`src/rtl/regfile_arbiter.sv`:
```
// regfile_arbiter: two-port access controller for the four-entry vector
// register file (A1..A4).
//
// Ports:
//   clk, rst_n            rising-edge clock, synchronous active-low reset
//   reqN_valid/_ready     request handshake (ready is a combinational grant)
//   reqN_we/_idx/_lock    write/read select, target register, keep ownership
//   rspN_valid            dataOut holds port N's read result this cycle
//   rf_write, rf_read     one-hot write/read strobes to the register file
//   rf_wsel               dataIn source select (0=port 0, 1=port 1)
//   busy                  strobe or response in flight, or a lock is held
//
// Build option: RF_ARB_FIXED_PRIO_EN selects fixed priority (port 0 wins)
// instead of round-robin for idle-state arbitration.
module regfile_arbiter #(
  parameter int unsigned NUM_REGS = 4,
  parameter int unsigned IDX_W    = $clog2(NUM_REGS)
) (
  input  logic                clk,
  input  logic                rst_n,
  input  logic                req0_valid,
  output logic                req0_ready,
  input  logic                req0_we,
  input  logic [IDX_W-1:0]    req0_idx,
  input  logic                req0_lock,
  input  logic                req1_valid,
  output logic                req1_ready,
  input  logic                req1_we,
  input  logic [IDX_W-1:0]    req1_idx,
  input  logic                req1_lock,
  output logic                rsp0_valid,
  output logic                rsp1_valid,
  output logic [NUM_REGS-1:0] rf_write,
  output logic [NUM_REGS-1:0] rf_read,
  output logic                rf_wsel,
  output logic                busy
);

  localparam logic [1:0] ST_IDLE = 2'b00;
  localparam logic [1:0] ST_OWN0 = 2'b01;
  localparam logic [1:0] ST_OWN1 = 2'b10;

  logic [1:0]          state_q, state_d;
  logic [NUM_REGS-1:0] write_q, write_d;
  logic [NUM_REGS-1:0] read_q, read_d;
  logic                wsel_q, wsel_d;
  logic                tag_vld_q, tag_vld_d;
  logic                tag_q, tag_d;
  logic                rsp0_q, rsp0_d;
  logic                rsp1_q, rsp1_d;
  logic                busy_q, busy_d;
`ifndef RF_ARB_FIXED_PRIO_EN
  logic                last_q, last_d;
`endif

  logic                gnt0, gnt1, acc, sel, sel_we, sel_lock;
  logic [IDX_W-1:0]    sel_idx;

  // Grant: owner-only while locked, otherwise arbitrate between valid ports.
  always_comb begin
    gnt0 = 1'b0;
    gnt1 = 1'b0;
    if (rst_n) begin
      case (state_q)
        ST_IDLE: begin
          if (req0_valid && req1_valid) begin
`ifdef RF_ARB_FIXED_PRIO_EN
            gnt0 = 1'b1;
`else
            // Favour the port that was not granted last.
            gnt0 = last_q;
            gnt1 = !last_q;
`endif
          end else begin
            gnt0 = req0_valid;
            gnt1 = req1_valid;
          end
        end
        ST_OWN0: gnt0 = req0_valid;
        ST_OWN1: gnt1 = req1_valid;
        default: ;
      endcase
    end
  end

  assign req0_ready = gnt0;
  assign req1_ready = gnt1;

  assign acc      = gnt0 || gnt1;
  assign sel      = gnt1;
  assign sel_we   = sel ? req1_we   : req0_we;
  assign sel_lock = sel ? req1_lock : req0_lock;
  assign sel_idx  = sel ? req1_idx  : req0_idx;

  // Next state: ownership FSM, one-cycle strobes, 2-deep read tag pipeline.
  always_comb begin
    state_d   = state_q;
    write_d   = '0;
    read_d    = '0;
    wsel_d    = 1'b0;
    tag_vld_d = 1'b0;
    tag_d     = 1'b0;
`ifndef RF_ARB_FIXED_PRIO_EN
    last_d    = last_q;
`endif
    if (acc) begin
      if (sel_we) write_d = NUM_REGS'(1) << sel_idx;
      else        read_d  = NUM_REGS'(1) << sel_idx;
      wsel_d    = sel;
      tag_vld_d = !sel_we;
      tag_d     = sel;
      state_d   = sel_lock ? (sel ? ST_OWN1 : ST_OWN0) : ST_IDLE;
`ifndef RF_ARB_FIXED_PRIO_EN
      last_d    = sel;
`endif
    end
    // Response lands the cycle after the read strobe, when dataOut is stable.
    rsp0_d = tag_vld_q && !tag_q;
    rsp1_d = tag_vld_q && tag_q;
    busy_d = (|write_d) || (|read_d) || tag_vld_d || rsp0_d || rsp1_d ||
             (state_d != ST_IDLE);
  end

  always_ff @(posedge clk) begin
    if (!rst_n) begin
      state_q   <= ST_IDLE;
      write_q   <= '0;
      read_q    <= '0;
      wsel_q    <= 1'b0;
      tag_vld_q <= 1'b0;
      tag_q     <= 1'b0;
      rsp0_q    <= 1'b0;
      rsp1_q    <= 1'b0;
      busy_q    <= 1'b0;
`ifndef RF_ARB_FIXED_PRIO_EN
      last_q    <= 1'b1;
`endif
    end else begin
      state_q   <= state_d;
      write_q   <= write_d;
      read_q    <= read_d;
      wsel_q    <= wsel_d;
      tag_vld_q <= tag_vld_d;
      tag_q     <= tag_d;
      rsp0_q    <= rsp0_d;
      rsp1_q    <= rsp1_d;
      busy_q    <= busy_d;
`ifndef RF_ARB_FIXED_PRIO_EN
      last_q    <= last_d;
`endif
    end
  end

  assign rf_write   = write_q;
  assign rf_read    = read_q;
  assign rf_wsel    = wsel_q;
  assign rsp0_valid = rsp0_q;
  assign rsp1_valid = rsp1_q;
  assign busy       = busy_q;

endmodule

```
`config.mk`:
```
export PLATFORM = sky130hd
export DESIGN_NAME = regfile_arbiter
export DESIGN_NICKNAME = d
export VERILOG_FILES = /design/src/rtl/regfile_arbiter.sv
export SDC_FILE = /design/constraint.sdc
export NUM_CORES = 1
export LEC_CHECK = 0
export BUFFER_PORTS_ARGS = -buffer_cell sky130_fd_sc_hd__buf_4
export CAP_MARGIN = 20
export CORE_AREA = 2 2 45 47
export CTS_CLUSTER_SIZE = 10
export DETAILED_ROUTE_END_ITERATION = 16
export DIE_AREA = 0 0 47 49
export PLACE_DENSITY = 0.76
export SYNTH_ARGS = -nofsm -noshare
export SYNTH_HDL_FRONTEND = slang
export SYNTH_SLANG_ARGS = --single-unit
```
`constraint.sdc`:
```
create_clock -name clk -period 1.3 [get_ports clk]
set_input_delay 0.26 -clock clk [delete_from_list [all_inputs] [get_ports clk]]
set_output_delay 0.26 -clock clk [all_outputs]
set_load 0.05 [all_outputs]
```
# After elaboration in Yosys (flattened, before gate mapping)
# Index checks and enable logic that the tools add are counted.
# W data, S select, Z words.
# word_totals
inputBits	12
elab_cells	46
register_bits	16
out_inout_bits	14
# classes
mux	17
reduce_logical	17
shifts	1
n_eq_ne	2
# op_table
op	count
$mux W4	4
$mux W2	4
$reduce_or A4 Y1	2
$mux W1	7
$logic_or A1 B1 Y1	6
$pmux W1 S2	2
$shl A1 B2 Y4 const A	1
$logic_and A1 B1 Y1	3
$logic_not A1 Y1	3
$eq A2 B1 Y1 const B	1
$eq A2 B2 Y1 const B	1
$logic_not A2 Y1	1
$reduce_and A2 Y1	1
$reduce_bool A2 Y1	1

# Longest topological paths before layout
# logic_depth
depth_word	14
mapped_depth	4
depth_no_buf	3

# Worst setup path before layout
# No wires, ideal clock.
# synth_path
path_type	register -> output
from	register state_q[1]
to	output req1_ready
t_required_ps	1040
slack_ps	-269
t_arrival_ps	1309
path_stages_with_launch	4
n_path_buf	1
path_cell_list	dfxtp_1 and3b_1 buf_6 nor2_1
# synth_via
elab_chain_len	3
word_cells_on_any_way	4
cone_classes	eq/ne (1); mux (2); reduce/logical (1)
# synth_lines
element	line_no	rtl
start, declared	43	logic [1:0] state_q, state_d;
start signal, assigned	139	state_q <= state_d;
$eq A2 B2 Y1 / $logic_not A2 Y1 (equally long branches)	64	case (state_q)
$pmux W1 S2 *	64	
$mux W1 *	63	if (rst_n) begin
end, declared	27	output logic req1_ready,
# Mark *: on every way between the ends. The rest lies on a longest branch, timed or not.

# Worst setup path after layout
# layout_path
from	register last_q
to	output req1_ready
# layout_via
elab_chain_len	4
# layout_lines
element	line_no	rtl
start, declared	53	logic last_q, last_d;
start signal, assigned	149	last_q <= last_d;
$logic_not A1 Y1	72	gnt1 = !last_q;
$mux W1	66	if (req0_valid && req1_valid) begin
$pmux W1 S2	64	
$mux W1	63	
# No other way between the ends.

==> results_dict.tcl <==
set metrics [dict create \
    syn_to_final_growth_pct 60.8 \
    setup.worst_path.end_class "primary output" \
    internal-power_mw 0.763 \
    synth_top_family_by_area "simple AND/OR/NAND/NOR gates" \
    die-area_mm2 0.00230 \
    worstHoldPathType "input pin to flip-flop" \
    nNetsFinal 133 \
    drive_gt1_frac 0.496 \
    clk_pin_slew_ns 0.09 \
    drv_cap 0 \
    cts_tree "done" \
    synth_compound_area_frac 0.212 \
    ir_drop_mv 0.514 \
    syn_area_per_cell_um2 9.44 \
    finalSetupViolations 11 \
    ys_ff_latch 16 \
    crit_required_ns 1.04 \
    period_minus_slack_ns 1.57 \
    grt_pass1_wl_um 3110 \
    grt_pass1_vias 728 \
    start_util 0.385 \
    htreeDepth 1 \
    antenna_found_initial 0 \
    async_reset_ff_frac 0 \
    leakage_nw 0.506 \
    num_vias 757 \
    crit_path_max_incr_delay_ns 0.33 \
    fillCellCount 157 \
    relSlewSlack 0.788 \
    status "complete, but fails checks" \
    grt-ovfl-total 0 \
    pwr-share-clk 0.235 \
    antenna_left 0 \
    synth.area.mux_share 0 \
    tightest_slew_ns 0.317 \
    ioPinCount 26 \
    p_seq_frac 0.482 \
    rows 16 \
    die_h_um 49 \
    rsz0062_at_grt "true" \
    numClockSinks 16 \
    cp-start-kind "flip-flop" \
    drt_iter0_markers 18 \
    skew_ns 0.00974 \
    ys_seq_area_frac 0.452 \
    yosysUniqueCellTypes 32 \
    dp_hpwl_um 1290 \
    post_synth_fa_ha_maj_area_fraction 0 \
    wire_per_inst_um 12.9 \
    fin_util 0.618 \
    pre_cts_ws_ns -0.135 \
    finalHoldViolCount 0 \
    finalPower_mw 1.08 \
    rr_worst_depth 6 \
    cpMostUsedCell "buf_6" \
    syn_inst 75 \
    p_sw_frac 0.294 \
    cts_hold_buf 0 \
    cts_buffers 3 \
    drv_slew 0 \
    drt-pass1-iter-count 4 \
    root_buffer "clkbuf_4" \
    io_buffer_count 25 \
    placed_area_mm2 0.00102 \
    core_region_area_mm2 0.00184 \
    grt_max_degree 9 \
    synth-simple-area-share 0.283 \
    synth_edf_count 0 \
    drt-total-wl_um 1880 \
    clk_latency_ns 0.28 \
    insertedDiodeCount 0 \
    crit_fanout 3 \
    syn-num-nets 87 \
    powerDensity_mw_per_mm2 949 \
    arrival_ns 1.31 \
    fin_crit_sh 1.21 \
    place_congestion 0.900 \
    crit_slowest_cell "dfxtp_2" \
    viasPerCell 5.18 \
    multi_input_area_um2 379 \
    regArea_um2 324 \
    synth-xor-area-share 0 \
    setup_ws_ns -0.269 \
    fmax_mhz 637 \
    min_path_cells 2 \
    synthFlopType "dfxtp_1" \
    track_usage 0.187 \
    clockBufferDepth 2 \
    crit_chain "buf_6 -> and3b_2 -> buf_6 -> nor2_4 -> buf_6" \
    drc_errors 0 \
    crit_type "flip-flop to primary output" \
    p_switching_mw 0.318 \
    netlist_area_um2 708 \
    yosysWarnings 0 \
    violations "negative setup slack" \
    worst_hold_slack_ns 0.199 \
    design_area_mm2 0.00114 \
    die_x_um 47 \
    power_frac_comb 0.283 \
]
## Yosys cell counts (2+ instances only)
cell type | instances | share of area
dfxtp_1 | 16 | 0.45
o211ai_1 | 3 | 0.032
a22oi_1 | 4 | 0.042
nand2_1 | 2 | 0.011
inv_1 | 5 | 0.027
nand4_1 | 5 | 0.044
o21ai_0 | 2 | 0.014
nand4b_1 | 3 | 0.037
o22ai_1 | 3 | 0.027
nor2_1 | 5 | 0.027
nand3b_1 | 2 | 0.021
and3_1 | 2 | 0.018
clkbuf_1 | 2 | 0.011
and3b_1 | 2 | 0.025
nand3_1 | 2 | 0.014
## state kept, by name, summed over array words and instances (netlist names)
signal	flops
tag_q	1
busy	1
tag_vld_q	1
rf_write	4
state_q	2
rsp1_valid	1
rsp0_valid	1
rf_read	4
last_q	1
## worst paths after layout
kind / start / end / slack, ns
setup / recovery: last_q$_SDFFE_PN1P_ / req1_ready / -0.27
hold / removal: req1_we / tag_vld_q$_SDFF_PN0_ / 0.20
hold reg to reg: tag_q$_SDFF_PN0_ / rsp0_valid$_SDFF_PN0_ / 0.44
setup reg to reg: state_q[0]$_SDFF_PN0_ / rf_write[3]$_SDFF_PN0_ / -0.18
## metal layers
| metal | GRT usage | up-vias | routed length (um) |
|---|---|---|---|
| met1 | 0.214 | 353 | 793 |
| met5 | 0 | - | 0 |
| li1 | - | 377 | - |
| met2 | 0.320 | 23 | 987 |
| met3 | 0.0111 | 4 | 53 |
| met4 | 0.111 | 0 | 42 |
## power by group through the flow
stage / Clock [mW] / Sequential [mW] / Combinational [mW]
after floorplan: 0 / 0.575 / 0.103
after global placement: 0 / 0.530 / 0.256
after detailed placement: 0 / 0.531 / 0.260
after CTS: 0.260 / 0.521 / 0.297
after global routing: 0.280 / 0.524 / 0.325
final: 0.254 / 0.521 / 0.306
## what timing repair did
action,CTS,global route
pin swaps,4,2
setup endpoints to repair,7,11
hold endpoints to repair,0,0
setup buffers,5,1
gates resized for setup,15,1
gates cloned,0,0
## layout make-up
type | instances | area share
clock buffer | 3 | 0.0198
tap | 27 | 0.0297
sequential | 16 | 0.285
inverter | 5 | 0.0165
multi-input combinational | 51 | 0.333
timing repair buffer | 44 | 0.316
## cells in the final DEF, fill, tap and decap left out, types with 4 or more instances in the layout
| cell | n |
|---|---|
| buf_4 | 37 |
| buf_6 | 6 |
| dfxtp_1 | 13 |
| inv_1 | 5 |
| nand4_1 | 5 |
| nor2_1 | 4 |
## critical path: cells and delay by family, from the launching register on
| kind | cells | cell delay, ns |
|---|---|---|
| buffers and inverters | 3 | 0.38 |
| flip-flops | 1 | 0.33 |
| AND/OR/NAND/NOR | 2 | 0.30 |
## metrics by stage
step	std cells	TNS (ns)
CTS	145	-1.30
floorplan	75	-0.0400
detailed placement	137	-0.448
global placement	137	-0.338
finish	146	-1.71
global route	146	-2.28
## logic make-up (layout without fill, tap and decap cells)
kind of cell / count (synthesis) / in the layout
simple gates: 31 / 31
compound gates: 20 / 20
flops: 16 / 16
buf+inv: 8 / 52
Power figures use the tool's default switching activity.
